<file path="config.mk">
export PLATFORM = sky130hd
export DESIGN_NAME = pcim_stream_writer
export DESIGN_NICKNAME = d
export VERILOG_FILES = /design/src/rtl/pcim_stream_writer.sv
export SDC_FILE = /design/constraint.sdc
export NUM_CORES = 1
export LEC_CHECK = 0
export CAP_MARGIN = 20
export CORE_AREA = 2 2 522 524
export DETAILED_ROUTE_END_ITERATION = 6
export DIE_AREA = 0 0 524 526
export GPL_ROUTABILITY_DRIVEN = 1
export PLACE_DENSITY_LB_ADDON = 0.08
export SETUP_SLACK_MARGIN = 0.15
export SKIP_CTS_REPAIR_TIMING = 1
export SLEW_MARGIN = 15
export SYNTH_ARGS = -nofsm -noshare
export SYNTH_HDL_FRONTEND = slang
export SYNTH_SLANG_ARGS = --single-unit
</file>
<file path="constraint.sdc">
create_clock -name clk -period 5.85 [get_ports clk]
set_clock_uncertainty 0.2 [all_clocks]
set_input_delay 0.585 -clock clk [delete_from_list [all_inputs] [get_ports clk]]
set_output_delay 0.585 -clock clk [all_outputs]
set_load 0.005 [all_outputs]
</file>
<file path="src/rtl/pcim_stream_writer.sv">
// AXI4 write initiator that drains a 512-bit result stream into host memory.
// Bursts never cross a 4 KB page, and only one burst is outstanding at a time.
module pcim_stream_writer #(
  parameter int DATA_W    = 512,
  parameter int ADDR_W    = 64,
  parameter int ID_W      = 16,
  parameter int AXI_ID    = 0,
  parameter int MAX_BEATS = 64
) (
  input  logic                clk,
  input  logic                rst,
  input  logic                start,
  input  logic [ADDR_W-1:0]   base_addr,
  input  logic [31:0]         total_beats,
  output logic                busy,
  output logic                done,
  output logic                error,
  output logic [31:0]         beats_written,
  input  logic [DATA_W-1:0]   s_tdata,
  input  logic                s_tvalid,
  output logic                s_tready,
  output logic [ID_W-1:0]     awid,
  output logic [ADDR_W-1:0]   awaddr,
  output logic [7:0]          awlen,
  output logic [2:0]          awsize,
  output logic                awvalid,
  input  logic                awready,
  output logic [DATA_W-1:0]   wdata,
  output logic [DATA_W/8-1:0] wstrb,
  output logic                wlast,
  output logic                wvalid,
  input  logic                wready,
  input  logic [ID_W-1:0]     bid,
  input  logic [1:0]          bresp,
  input  logic                bvalid,
  output logic                bready
);

  localparam logic [2:0] S_IDLE = 3'd0;
  localparam logic [2:0] S_ADDR = 3'd1;
  localparam logic [2:0] S_DATA = 3'd2;
  localparam logic [2:0] S_RESP = 3'd3;
  localparam logic [2:0] S_FIN  = 3'd4;

  logic [2:0]        r_state;
  logic [ADDR_W-1:0] r_addr;
  logic [31:0]       r_rem;
  logic [6:0]        r_len;
  logic [6:0]        r_beat;
  logic              r_error;
  logic [31:0]       r_beatsWritten;

  logic [ADDR_W-1:0] w_baseAligned;
  logic [ADDR_W-1:0] w_nextAddr;
  logic [31:0]       w_nextRem;
  logic              w_lastBeat;
  logic              w_wHandshake;
  logic              w_unused;

  // Burst length is the smallest of remaining beats, MAX_BEATS and beats left in the 4 KB page.
  function automatic logic [6:0] calcLen(input logic [ADDR_W-1:0] addr, input logic [31:0] rem);
    logic [6:0] room;
    logic [6:0] len;
    room = 7'd64 - {1'b0, addr[11:6]};
    len  = (room < 7'(MAX_BEATS)) ? room : 7'(MAX_BEATS);
    if (rem < {25'd0, len}) len = rem[6:0];
    return len;
  endfunction

  assign w_baseAligned = {base_addr[ADDR_W-1:6], 6'd0};
  assign w_nextAddr    = r_addr + ADDR_W'({r_len, 6'd0});
  assign w_nextRem     = r_rem - {25'd0, r_len};
  assign w_lastBeat    = (r_beat == r_len - 7'd1);
  assign w_wHandshake  = wvalid & wready;
  assign w_unused      = ^{bid, base_addr[5:0]};

  assign busy          = (r_state == S_ADDR) || (r_state == S_DATA) || (r_state == S_RESP);
  assign done          = (r_state == S_FIN);
  assign error         = r_error;
  assign beats_written = r_beatsWritten;

  assign awid    = ID_W'(AXI_ID);
  assign awsize  = 3'b110;
  assign awaddr  = r_addr;
  assign awlen   = {1'b0, 7'(r_len - 7'd1)};
  assign awvalid = (r_state == S_ADDR);

  // The W channel is a zero-latency pass-through of the stream while in DATA.
  assign wdata    = s_tdata;
  assign wstrb    = '1;
  assign wvalid   = (r_state == S_DATA) & s_tvalid;
  assign s_tready = (r_state == S_DATA) & wready;
  assign wlast    = (r_state == S_DATA) & w_lastBeat;
  assign bready   = (r_state == S_RESP);

  always_ff @(posedge clk or posedge rst) begin
    if (rst) begin
      r_state        <= S_IDLE;
      r_addr         <= '0;
      r_rem          <= '0;
      r_len          <= '0;
      r_beat         <= '0;
      r_error        <= 1'b0;
      r_beatsWritten <= '0;
    end else begin
      case (r_state)
        S_IDLE: begin
          if (start) begin
            r_error        <= 1'b0;
            r_beatsWritten <= '0;
            r_beat         <= '0;
            if (total_beats != 32'd0) begin
              r_addr  <= w_baseAligned;
              r_rem   <= total_beats;
              r_len   <= calcLen(w_baseAligned, total_beats);
              r_state <= S_ADDR;
            end else begin
              r_state <= S_FIN;
            end
          end
        end
        S_ADDR: begin
          if (awready) begin
            r_beat  <= '0;
            r_state <= S_DATA;
          end
        end
        S_DATA: begin
          if (w_wHandshake) begin
            r_beat <= r_beat + 7'd1;
            if (w_lastBeat) r_state <= S_RESP;
          end
        end
        S_RESP: begin
          // An error response abandons the rest of the transfer without draining the stream.
          if (bvalid) begin
            if (bresp == 2'b00) begin
              r_rem          <= w_nextRem;
              r_addr         <= w_nextAddr;
              r_beatsWritten <= r_beatsWritten + {25'd0, r_len};
              if (w_nextRem == 32'd0) begin
                r_state <= S_FIN;
              end else begin
                r_len   <= calcLen(w_nextAddr, w_nextRem);
                r_state <= S_ADDR;
              end
            end else begin
              r_error <= 1'b1;
              r_state <= S_FIN;
            end
          end
        end
        S_FIN:   r_state <= S_IDLE;
        default: r_state <= S_IDLE;
      endcase
    end
  end

endmodule

</file>
==> results of run 1 <==
power by group:
| part | internal [mW] | switching, mW |
|---|---|---|
| Sequential | 1.32 | 0.593 |
| Combinational | 1.97 | 2.93 |
| Clock | 0.558 | 0.704 |
| Total | 3.85 | 4.23 |
layout by cell type, fill, tap and decap left out, types with 7 or more instances in the layout:
| cell type | n |
|---|---|
| clkdlybuf4s50_1 | 203 |
| dfrtp_1 | 140 |
| nor2_1 | 138 |
| nand2_1 | 128 |
| a21oi_1 | 113 |
| conb_1 | 90 |
| o21ai_0 | 81 |
| buf_4 | 57 |
| inv_1 | 51 |
| nand3_1 | 41 |
| xnor2_1 | 37 |
| ha_1 | 37 |
| nor3_1 | 32 |
| o22ai_1 | 27 |
| nand4_1 | 25 |
| and3_1 | 25 |
| xor2_1 | 23 |
| a2bb2oi_1 | 20 |
| a22oi_1 | 17 |
| clkbuf_16 | 17 |
| a31oi_1 | 16 |
| or3_1 | 16 |
| nor4_1 | 14 |
| a21o_1 | 14 |
| o21ai_1 | 13 |
| and2_1 | 12 |
| mux2i_1 | 11 |
| o22a_1 | 9 |
| inv_6 | 7 |
| and4_1 | 7 |
| buf_12 | 7 |
sequential cells by signal, summed over array words and instances, names as in the netlist:
name	cells
r_len	7
error	1
r_state	3
beats_written	32
r_rem	32
awaddr	58
r_beat	7
per-layer routing:
| layer | global-route usage (%) | routed length [microns] | vias up | share of wire, % |
|---|---|---|---|---|
| li1 | - | - | 5091 | - |
| met3 | 3.823 | 12010 | 399 | 12 |
| met2 | 10.99 | 44160 | 665 | 44 |
| met5 | 0.07020 | 79 | - | 0.080 |
| met1 | 6.967 | 34720 | 5320 | 35 |
| met4 | 5.515 | 8332 | 12 | 8.4 |
metrics by stage:
stage	setup slack, ns	hold WS (ns)	util, %
floorplan	1.312	0.2563	-
global placement	0.8515	0.3029	6.389
detailed placement	0.9672	0.3026	6.389
CTS	0.9271	0.3228	6.594
global route	0.7465	0.3401	6.595
finish	1.009	0.3126	6.597
tightest hold or removal path: stages (launching register included):
cell,delay (ns)
dfrtp_1,0.37
nand2_1,0.05
o21ai_0,0.06
layout make-up:
cell class | count | share of cell area [%]
well taps | 3570 | 25.09
flip-flops and latches | 140 | 19.68
diodes | 3 | 0.04218
clock inverters | 14 | 0.6959
multi-input cells | 1077 | 36.27
clock buffers | 18 | 2.411
repair buffers | 267 | 14.61
inverters | 54 | 1.195
worst paths after layout:
kind / from / to / slack (ns) / cells past startpoint
hold reg to reg: r_rem[4]$_DFFE_PP0P_ / r_rem[4]$_DFFE_PP0P_ / 0.31 / 2
max in group asynchronous: rst / r_state[2]$_DFFE_PP0P_ / 4.04 / 3
hold / removal: r_rem[4]$_DFFE_PP0P_ / r_rem[4]$_DFFE_PP0P_ / 0.31 / 2
min in group asynchronous: rst / r_len[1]$_DFFE_PP0P_ / 0.36 / 2
setup / recovery: awaddr[6]$_DFFE_PP0P_ / r_len[0]$_DFFE_PP0P_ / 1.01 / 17
setup reg to reg: awaddr[6]$_DFFE_PP0P_ / r_len[0]$_DFFE_PP0P_ / 1.01 / 17
logic make-up after synthesis:
group                      synth area share (%)
other                                   0.05143
buffers and inverters                     34.22
DFF                                       23.99
and+or+nand+nor                           16.85
muxes                                     1.011
adders and majority gates                 3.582
AOI/OAI and AO/OA                         16.69
xor gates and xnor gates                  3.599
==> results.sh, run 1 <==
export IMPL_outcome="completed"
export IMPL_slew_viol_final=0
export IMPL_setup_tns_ns=0
export IMPL_die_area_sq_um=275600
export IMPL_rsz0062_at_grt="no"
export IMPL_crit_family="compound AO/OA/AOI/OAI gates"
export IMPL_max_freq_mhz=206.6
export IMPL_crit_path_max_fanout=6
export IMPL_wl_microns=99300
export IMPL_fp_dieH_microns=526
export IMPL_io_pins=1340
export IMPL_clkSinkCount=140
export IMPL_synth_top_area_share_pct=30.95
export IMPL_grt_max_degree=58
export IMPL_setup_viol=0
export IMPL_wire_per_inst_microns=19.31
export IMPL_power_leakage_nw=5.748
export IMPL_postRouteAntennaNets=0
export IMPL_dpl_instance_area_sq_um=17240
export IMPL_cp_required_ns=6.07
export IMPL_numPortBuffers=203
export IMPL_end_kind="flip-flop"
export IMPL_firstDrtPassIters=5
export IMPL_fin_nets=2230
export IMPL_hold_viol_final=0
export IMPL_n_fill_cell=31710
export IMPL_peakVddDrop_mv=0.2442
export IMPL_powerDensity_nw_per_um2=453.5
export IMPL_hold_class="flip-flop to flip-flop"
export IMPL_synth_edf_count=0
export IMPL_area_delta_synth_final_pct=21.90
export IMPL_slew_headroom_pct=38.60
export IMPL_place_congestion=0.6340
export IMPL_fin_crit_ns=4.841
export IMPL_power_mw=8.072
export IMPL_ys_types=85
export IMPL_critPathLaunchType="flip-flop"
export IMPL_rows=191
export IMPL_cpPeakStageDelay_ns=0.52
export IMPL_antenna_found_initial=20
export IMPL_seq_area_sq_um=3503
export IMPL_synthTopCellsByArea="buf_4 (31%), dfrtp_1 (24%), a21oi_1 (3.9%)"
export IMPL_seq_area_frac_synth_pct=23.99
export IMPL_synth_common_cells="buf_4 (602), nor2_1 (141), dfrtp_1 (140)"
export IMPL_viasPerCell=2.234
export IMPL_grt_pass1_vias=12130
export IMPL_core_area_sq_um=269800
export IMPL_post_dp_hpwl_microns=80670
export IMPL_die_w_microns=524
export IMPL_synth_most_common_cell="buf_4"
export IMPL_synth_area_leader_cell="buf_4"
export IMPL_drtIter0Drc=579
export IMPL_yosys_most_used_dff="dfrtp_1"
export IMPL_root_buffer="clkbuf_16"
export IMPL_avgSynthCellArea_sq_um=7.880
export IMPL_critPathBufInv=0
export IMPL_drive_gt1_share_pct=8.471
export IMPL_tightest_slew_ns=0.9209
export IMPL_cap_viol_max_count=0
export IMPL_finalCritPeriodShare_pct=82.76
export IMPL_multi_input_area_sq_um=6456
export IMPL_crit_chain="ha_1 > fa_1 > a21o_1 > a21oi_1 > xnor2_1 > and2_1 > o21a_1 > nor2_1 > a31oi_1 > ha_1 > a21o_1 > a21oi_1 > o21ai_0 > o21ai_0 > or4b_4 > and2_4 > a221o_1"
export IMPL_track_usage_pct=7.054
export IMPL_dpl_cell_count=5108
export IMPL_path_class="flip-flop to flip-flop"
export IMPL_netlist_area_sq_um=14600
export IMPL_synth_seq_cells=140
export IMPL_drc=0
export IMPL_vias=11490
export IMPL_worstPathArrival_ns=5.06
export IMPL_async_flop_share_pct=100.0
export IMPL_cts_tree="done"
export IMPL_ys_warnings_count=0
export IMPL_synthCells=1853
export IMPL_grt_pass1_wl_microns=127900
export IMPL_cts_htree_levels=4
export IMPL_fin_cells=5143
export IMPL_numCtsBuffers=17
export IMPL_stdcell_area_sq_um=17800
export IMPL_initial_core_util_pct=5.412
export IMPL_grt_remaining_overflow=0
export IMPL_slowest_stage="or4b_4"
export IMPL_clock_path_buffers=2
export IMPL_clk_pin_slew_ns=0.09
export IMPL_insertion_delay_ns=0.57
No activity file was read; power rests on OpenSTA's default activity.
==> run 2: changes to the inputs <==
Clock period 5.85 ns to 4.7 ns, I/O delays scaled along.
==> run 2 against run 1 <==
  * Non-clock buffer count is 73 higher
  * Highest routed layer unchanged
  * Critical path type unchanged
  * Die area did not move
  * Hold slack worse by 0.15 ns
  * Wire length grew 0.42%
  * Clock-buffer cell count is the same
  * Core utilization grew 0.28 points
==> results.sh, run 2 (synthesis results as in run 1) <==
export IMPL_path_class="flip-flop to flip-flop"
export IMPL_fp_dieH_microns=526
export IMPL_postRouteAntennaNets=0
export IMPL_final_common_cell="clkdlybuf4s50_1"
export IMPL_slew_headroom_pct=31.55
export IMPL_clock_path_buffers=2
export IMPL_cp_required_ns=4.91
export IMPL_slowest_stage="or4b_4"
export IMPL_io_pins=1340
export IMPL_root_buffer="clkbuf_16"
export IMPL_initial_core_util_pct=5.412
export IMPL_cap_viol_max_count=0
export IMPL_dpl_cell_count=5177
export IMPL_grt_pass1_wl_microns=128300
export IMPL_track_usage_pct=7.069
export IMPL_worstPathArrival_ns=4.56
export IMPL_finalCritPeriodShare_pct=92.46
export IMPL_cts_htree_levels=4
export IMPL_grt_remaining_overflow=0
export IMPL_fin_ws_ns=0.3544
export IMPL_antenna_found_initial=20
export IMPL_rsz0062_at_grt="no"
export IMPL_core_area_sq_um=269800
export IMPL_viasPerCell=2.248
export IMPL_wl_microns=99720
export IMPL_fin_nets=2303
export IMPL_clk_pin_slew_ns=0.08
export IMPL_crit_path_max_fanout=6
export IMPL_max_freq_mhz=230.1
export IMPL_r2r_slack_ns=0.35
export IMPL_grt_max_degree=69
export IMPL_outcome="completed"
export IMPL_place_congestion=0.6395
export IMPL_tightest_slew_ns=1.027
export IMPL_pre_cts_slack_ns=-0.04708
export IMPL_crit_chain="buf_4 > ha_1 > fa_1 > nor2b_1 > o2111ai_1 > nand2_1 > xor2_2 > ha_1 > and3_1 > nand3_1 > o21ai_1 > o21ai_1 > or4b_4 > and2_4 > a221o_1"
export IMPL_numPortBuffers=203
export IMPL_fin_crit_ns=4.346
export IMPL_post_dp_hpwl_microns=81480
export IMPL_drc=0
export IMPL_numCtsBuffers=17
export IMPL_hold_viol_final=0
export IMPL_drive_gt1_share_pct=13.45
export IMPL_cpPeakStageDelay_ns=0.49
export IMPL_slew_viol_final=0
export IMPL_holdWs_ns=0.1657
export IMPL_hold_class="input pin to asynchronous set/reset pin"
export IMPL_vias=11730
export IMPL_drtIter0Drc=499
export IMPL_die_area_sq_um=275600
export IMPL_clkSinkCount=140
export IMPL_r2r_end="r_len[1]$_DFFE_PP0P_"
export IMPL_setup_viol=0
export IMPL_rr_startpoint="r_len[0]$_DFFE_PP0P_"
export IMPL_wire_per_inst_microns=19.12
export IMPL_final_cell_mix="clkdlybuf4s50_1 (203), dfrtp_1 (139), nor2_1 (137)"
export IMPL_largest_reg_flops=58
export IMPL_power_leakage_nw=6.168
export IMPL_rows=191
export IMPL_die_w_microns=524
export IMPL_grt_pass1_vias=12390
export IMPL_critPathLaunchType="flip-flop"
export IMPL_fin_cells=5216
export IMPL_n_fill_cell=31600
export IMPL_insertion_delay_ns=0.56
export IMPL_firstDrtPassIters=6
export IMPL_reg2reg_depth=15
export IMPL_cts_tree="done"
export IMPL_peakVddDrop_mv=0.3389
export IMPL_end_kind="flip-flop"
export IMPL_powerDensity_nw_per_um2=576.6
export IMPL_area_delta_synth_final_pct=27.03
==> run 2: cell count changes in the layout (fill, tap and decap cells not counted), moves of 2 or more <==
cell,before,now
buf_4,57,122
buf_12,7,14
clkinv_4,4,2
ha_1,37,35
ha_2,0,2
o21ai_0,81,79
o21ai_1,13,15
xnor2_1,37,35
xnor2_2,0,2
==> run 2: critical path, delay by kind of cell, from the launching register on <==
kind	cells	cell delay (ns)
compound gates	4	0.91
buf+inv	1	0.17
flops	1	0.43
fa+ha+maj	3	0.90
simple gates	6	1.41
xor+xnor	1	0.22
==> run 2: layer usage <==
metal	GRT usage, %	wire length (microns)	up-vias	share of wire, %
met3	3.683	11550	401	12
li1	-	-	5239	-
met5	0.07020	54	-	0.054
met2	11.11	44670	646	45
met4	5.453	8307	8	8.3
met1	7.021	35130	5431	35
==> run 2: layout make-up <==
type                       instances  area, sq um  area share (%)
clock buffer                      18        439.2           2.368
tap                             3570         4467           24.08
antenna                            3        7.507         0.04047
timing repair buffer             340         3239           17.46
inverter                          54        212.7           1.147
multi-input combinational       1077         6524           35.17
sequential                       140         3505           18.89
clock inverter                    14        155.1          0.8364
==> run 2: metrics by stage <==
stage / util, % / setup TNS, ns / power (mW) / area (sq um)
6_report: 6.875 / 0 / 10.70 / 18550
5_1_grt: 6.872 / 0 / 11.86 / 18540
3_3_place_gp: 6.613 / -0.5499 / 9.519 / 17840
4_1_cts: 6.835 / -0.4742 / 11.11 / 18440
3_5_place_dp: 6.615 / -0.1518 / 9.320 / 17850
2_1_floorplan: - / 0 / 5.749 / 14930
==> run 2: worst max-delay path by stage <==
stage	cells past startpoint	endpoint	start
after floorplan	1	awaddr[10]$_DFFE_PP0P_	rst
after global placement	17	r_len[1]$_DFFE_PP0P_	r_len[0]$_DFFE_PP0P_
after detailed placement	17	r_len[1]$_DFFE_PP0P_	r_len[0]$_DFFE_PP0P_
after CTS	17	r_len[1]$_DFFE_PP0P_	r_len[0]$_DFFE_PP0P_
after global routing	15	r_len[1]$_DFFE_PP0P_	r_len[0]$_DFFE_PP0P_
final	15	r_len[1]$_DFFE_PP0P_	r_len[0]$_DFFE_PP0P_
==> run 2: power by group <==
| group | internal, mW | switching, mW |
|---|---|---|
| clock | 0.766 | 0.836 |
| sequential | 1.65 | 0.698 |
| combinational | 2.92 | 3.83 |
| total | 5.33 | 5.36 |
==> run 3: changes to the inputs <==
Settings changed: SETUP_SLACK_MARGIN 0.15 to unset.
==> run 3 against run 2 <==
  * Non-clock buffer count fell by 1
  * Wire length about the same
  * Via count is 0.46% higher
  * Final cell count barely moved
  * Critical path depth unchanged
  * Highest routed layer unchanged
==> results.sh, run 3 (synthesis results as in run 1) <==
export IMPL_hold_class="input pin to asynchronous set/reset pin"
export IMPL_grt_max_degree=69
export IMPL_cp_required_ns=4.91
export IMPL_track_usage_pct=7.069
export IMPL_end_kind="flip-flop"
export IMPL_cpPeakStageDelay_ns=0.49
export IMPL_initial_core_util_pct=5.412
export IMPL_cp_endpoint="r_len[1]$_DFFE_PP0P_"
export IMPL_area_delta_synth_final_pct=26.62
export IMPL_grt_pass1_wl_microns=128300
export IMPL_power_leakage_nw=6.148
export IMPL_n_fill_cell=31590
export IMPL_fin_cells=5215
export IMPL_worstPathArrival_ns=4.62
export IMPL_drtIter0Drc=496
export IMPL_root_buffer="clkbuf_16"
export IMPL_finalCritPeriodShare_pct=93.85
export IMPL_max_freq_mhz=226.7
export IMPL_switching_power_mw=5.329
export IMPL_dpl_cell_count=5177
export IMPL_rr_startpoint="r_len[0]$_DFFE_PP0P_"
export IMPL_postRouteAntennaNets=0
export IMPL_place_congestion=0.6395
export IMPL_cts_tree="done"
export IMPL_final_common_cell="clkdlybuf4s50_1"
export IMPL_power_share_clock_pct=15.1
export IMPL_wire_per_inst_microns=19.12
export IMPL_clkSinkCount=140
export IMPL_slew_headroom_pct=30.77
export IMPL_p_int_mw=5.269
export IMPL_fin_ws_ns=0.2889
export IMPL_numCtsBuffers=17
export IMPL_vias=11780
export IMPL_insertion_delay_ns=0.56
export IMPL_path_class="flip-flop to flip-flop"
export IMPL_slowest_stage="or4b_4"
export IMPL_powerDensity_nw_per_um2=573.2
export IMPL_antenna_found_initial=20
export IMPL_crit_chain="buf_4 > ha_1 > fa_1 > nor2b_1 > o2111ai_1 > nand2_1 > xor2_1 > ha_1 > and3_1 > nand3_1 > o21ai_1 > o21ai_1 > or4b_4 > and2_4 > a221o_1"
export IMPL_grt_remaining_overflow=0
export IMPL_drive_gt1_share_pct=12.85
export IMPL_r2r_slack_ns=0.29
export IMPL_die_w_microns=524
export IMPL_grt_pass1_vias=12390
export IMPL_pre_cts_slack_ns=-0.04708
export IMPL_die_area_sq_um=275600
export IMPL_numPortBuffers=203
export IMPL_clock_path_buffers=2
export IMPL_fin_nets=2302
export IMPL_rows=191
export IMPL_rsz0062_at_grt="no"
export IMPL_io_pins=1340
export IMPL_crit_start="r_len[0]$_DFFE_PP0P_"
export IMPL_swShare_pct=50.28
export IMPL_viasPerCell=2.259
export IMPL_outcome="completed"
export IMPL_largest_reg_flops=58
export IMPL_drc=0
export IMPL_clk_pin_slew_ns=0.07
export IMPL_final_cell_mix="clkdlybuf4s50_1 (203), dfrtp_1 (140), nor2_1 (138)"
export IMPL_firstDrtPassIters=5
export IMPL_setup_viol=0
export IMPL_fp_dieH_microns=526
export IMPL_fin_crit_ns=4.411
export IMPL_critPathLaunchType="flip-flop"
export IMPL_crit_path_max_fanout=6
export IMPL_post_dp_hpwl_microns=81480
export IMPL_cap_viol_max_count=0
export IMPL_tightest_slew_ns=1.038
export IMPL_slew_viol_final=0
export IMPL_r2r_end="r_len[1]$_DFFE_PP0P_"
export IMPL_hold_viol_final=0
export IMPL_reg2reg_depth=15
export IMPL_seq_power_share_pct=22.1
export IMPL_comb_power_share_pct=62.8
export IMPL_core_area_sq_um=269800
export IMPL_peakVddDrop_mv=0.3436
export IMPL_wl_microns=99730
export IMPL_cts_htree_levels=4
run 3: critical path: cells and delay by family, from the launching register on:
family	cells	cell delay, ns
adder cells (fa/ha/maj)	3	0.92
buffers and inverters	1	0.17
AND/OR/NAND/NOR	6	1.38
AO/OA/AOI/OAI	4	0.91
flip-flops	1	0.43
XOR/XNOR	1	0.30
run 3: metal layers:
metal / up-vias / global-route usage [%] / wire (microns)
met3: 401 / 3.683 / 11530
met4: 8 / 5.453 / 8333
met1: 5477 / 7.021 / 35150
met5: - / 0.07020 / 50
li1: 5242 / - / -
met2: 651 / 11.11 / 44660
run 3: worst min path at each step:
stage | start | depth (start not counted) | endpoint
floorplan | r_rem[4]$_DFFE_PP0P_ | 2 | r_rem[4]$_DFFE_PP0P_
global placement | r_rem[4]$_DFFE_PP0P_ | 2 | r_rem[4]$_DFFE_PP0P_
detailed placement | r_rem[4]$_DFFE_PP0P_ | 2 | r_rem[4]$_DFFE_PP0P_
CTS | rst | 2 | beats_written[14]$_DFFE_PP0P_
global route | rst | 2 | beats_written[14]$_DFFE_PP0P_
finish | rst | 2 | beats_written[14]$_DFFE_PP0P_
run 3: cell type report:
cell class / count / area (sq um) / share of cell area (%)
inverters: 54 / 212.7 / 1.150
multi-input cells: 1077 / 6476 / 35.03
well taps: 3570 / 4467 / 24.16
diodes: 3 / 7.507 / 0.04060
flip-flops and latches: 140 / 3503 / 18.95
repair buffers: 339 / 3228 / 17.46
clock inverters: 14 / 155.1 / 0.8391
clock buffers: 18 / 439.2 / 2.375
run 3: through the flow:
stage          power, mW  area, sq um  hold WS (ns)  TNS [ns]  utilization (%)
2_1_floorplan      5.749        14930        0.2563         0                -
3_3_place_gp       9.519        17840        0.3002   -0.5499            6.613
3_5_place_dp       9.320        17850        0.2880   -0.1518            6.615
4_1_cts            11.11        18440        0.1302   -0.4742            6.835
5_1_grt            11.76        18480        0.1566         0            6.850
6_report           10.60        18490        0.1619         0            6.853
run 3: power by group through the flow:
stage	combinational [mW]	sequential, mW	clock, mW
floorplan	3.63	2.12	0
global placement	7.09	2.43	0
detailed placement	6.93	2.39	0
CTS	6.95	2.38	1.77
global route	7.52	2.45	1.79
finish	6.66	2.34	1.60
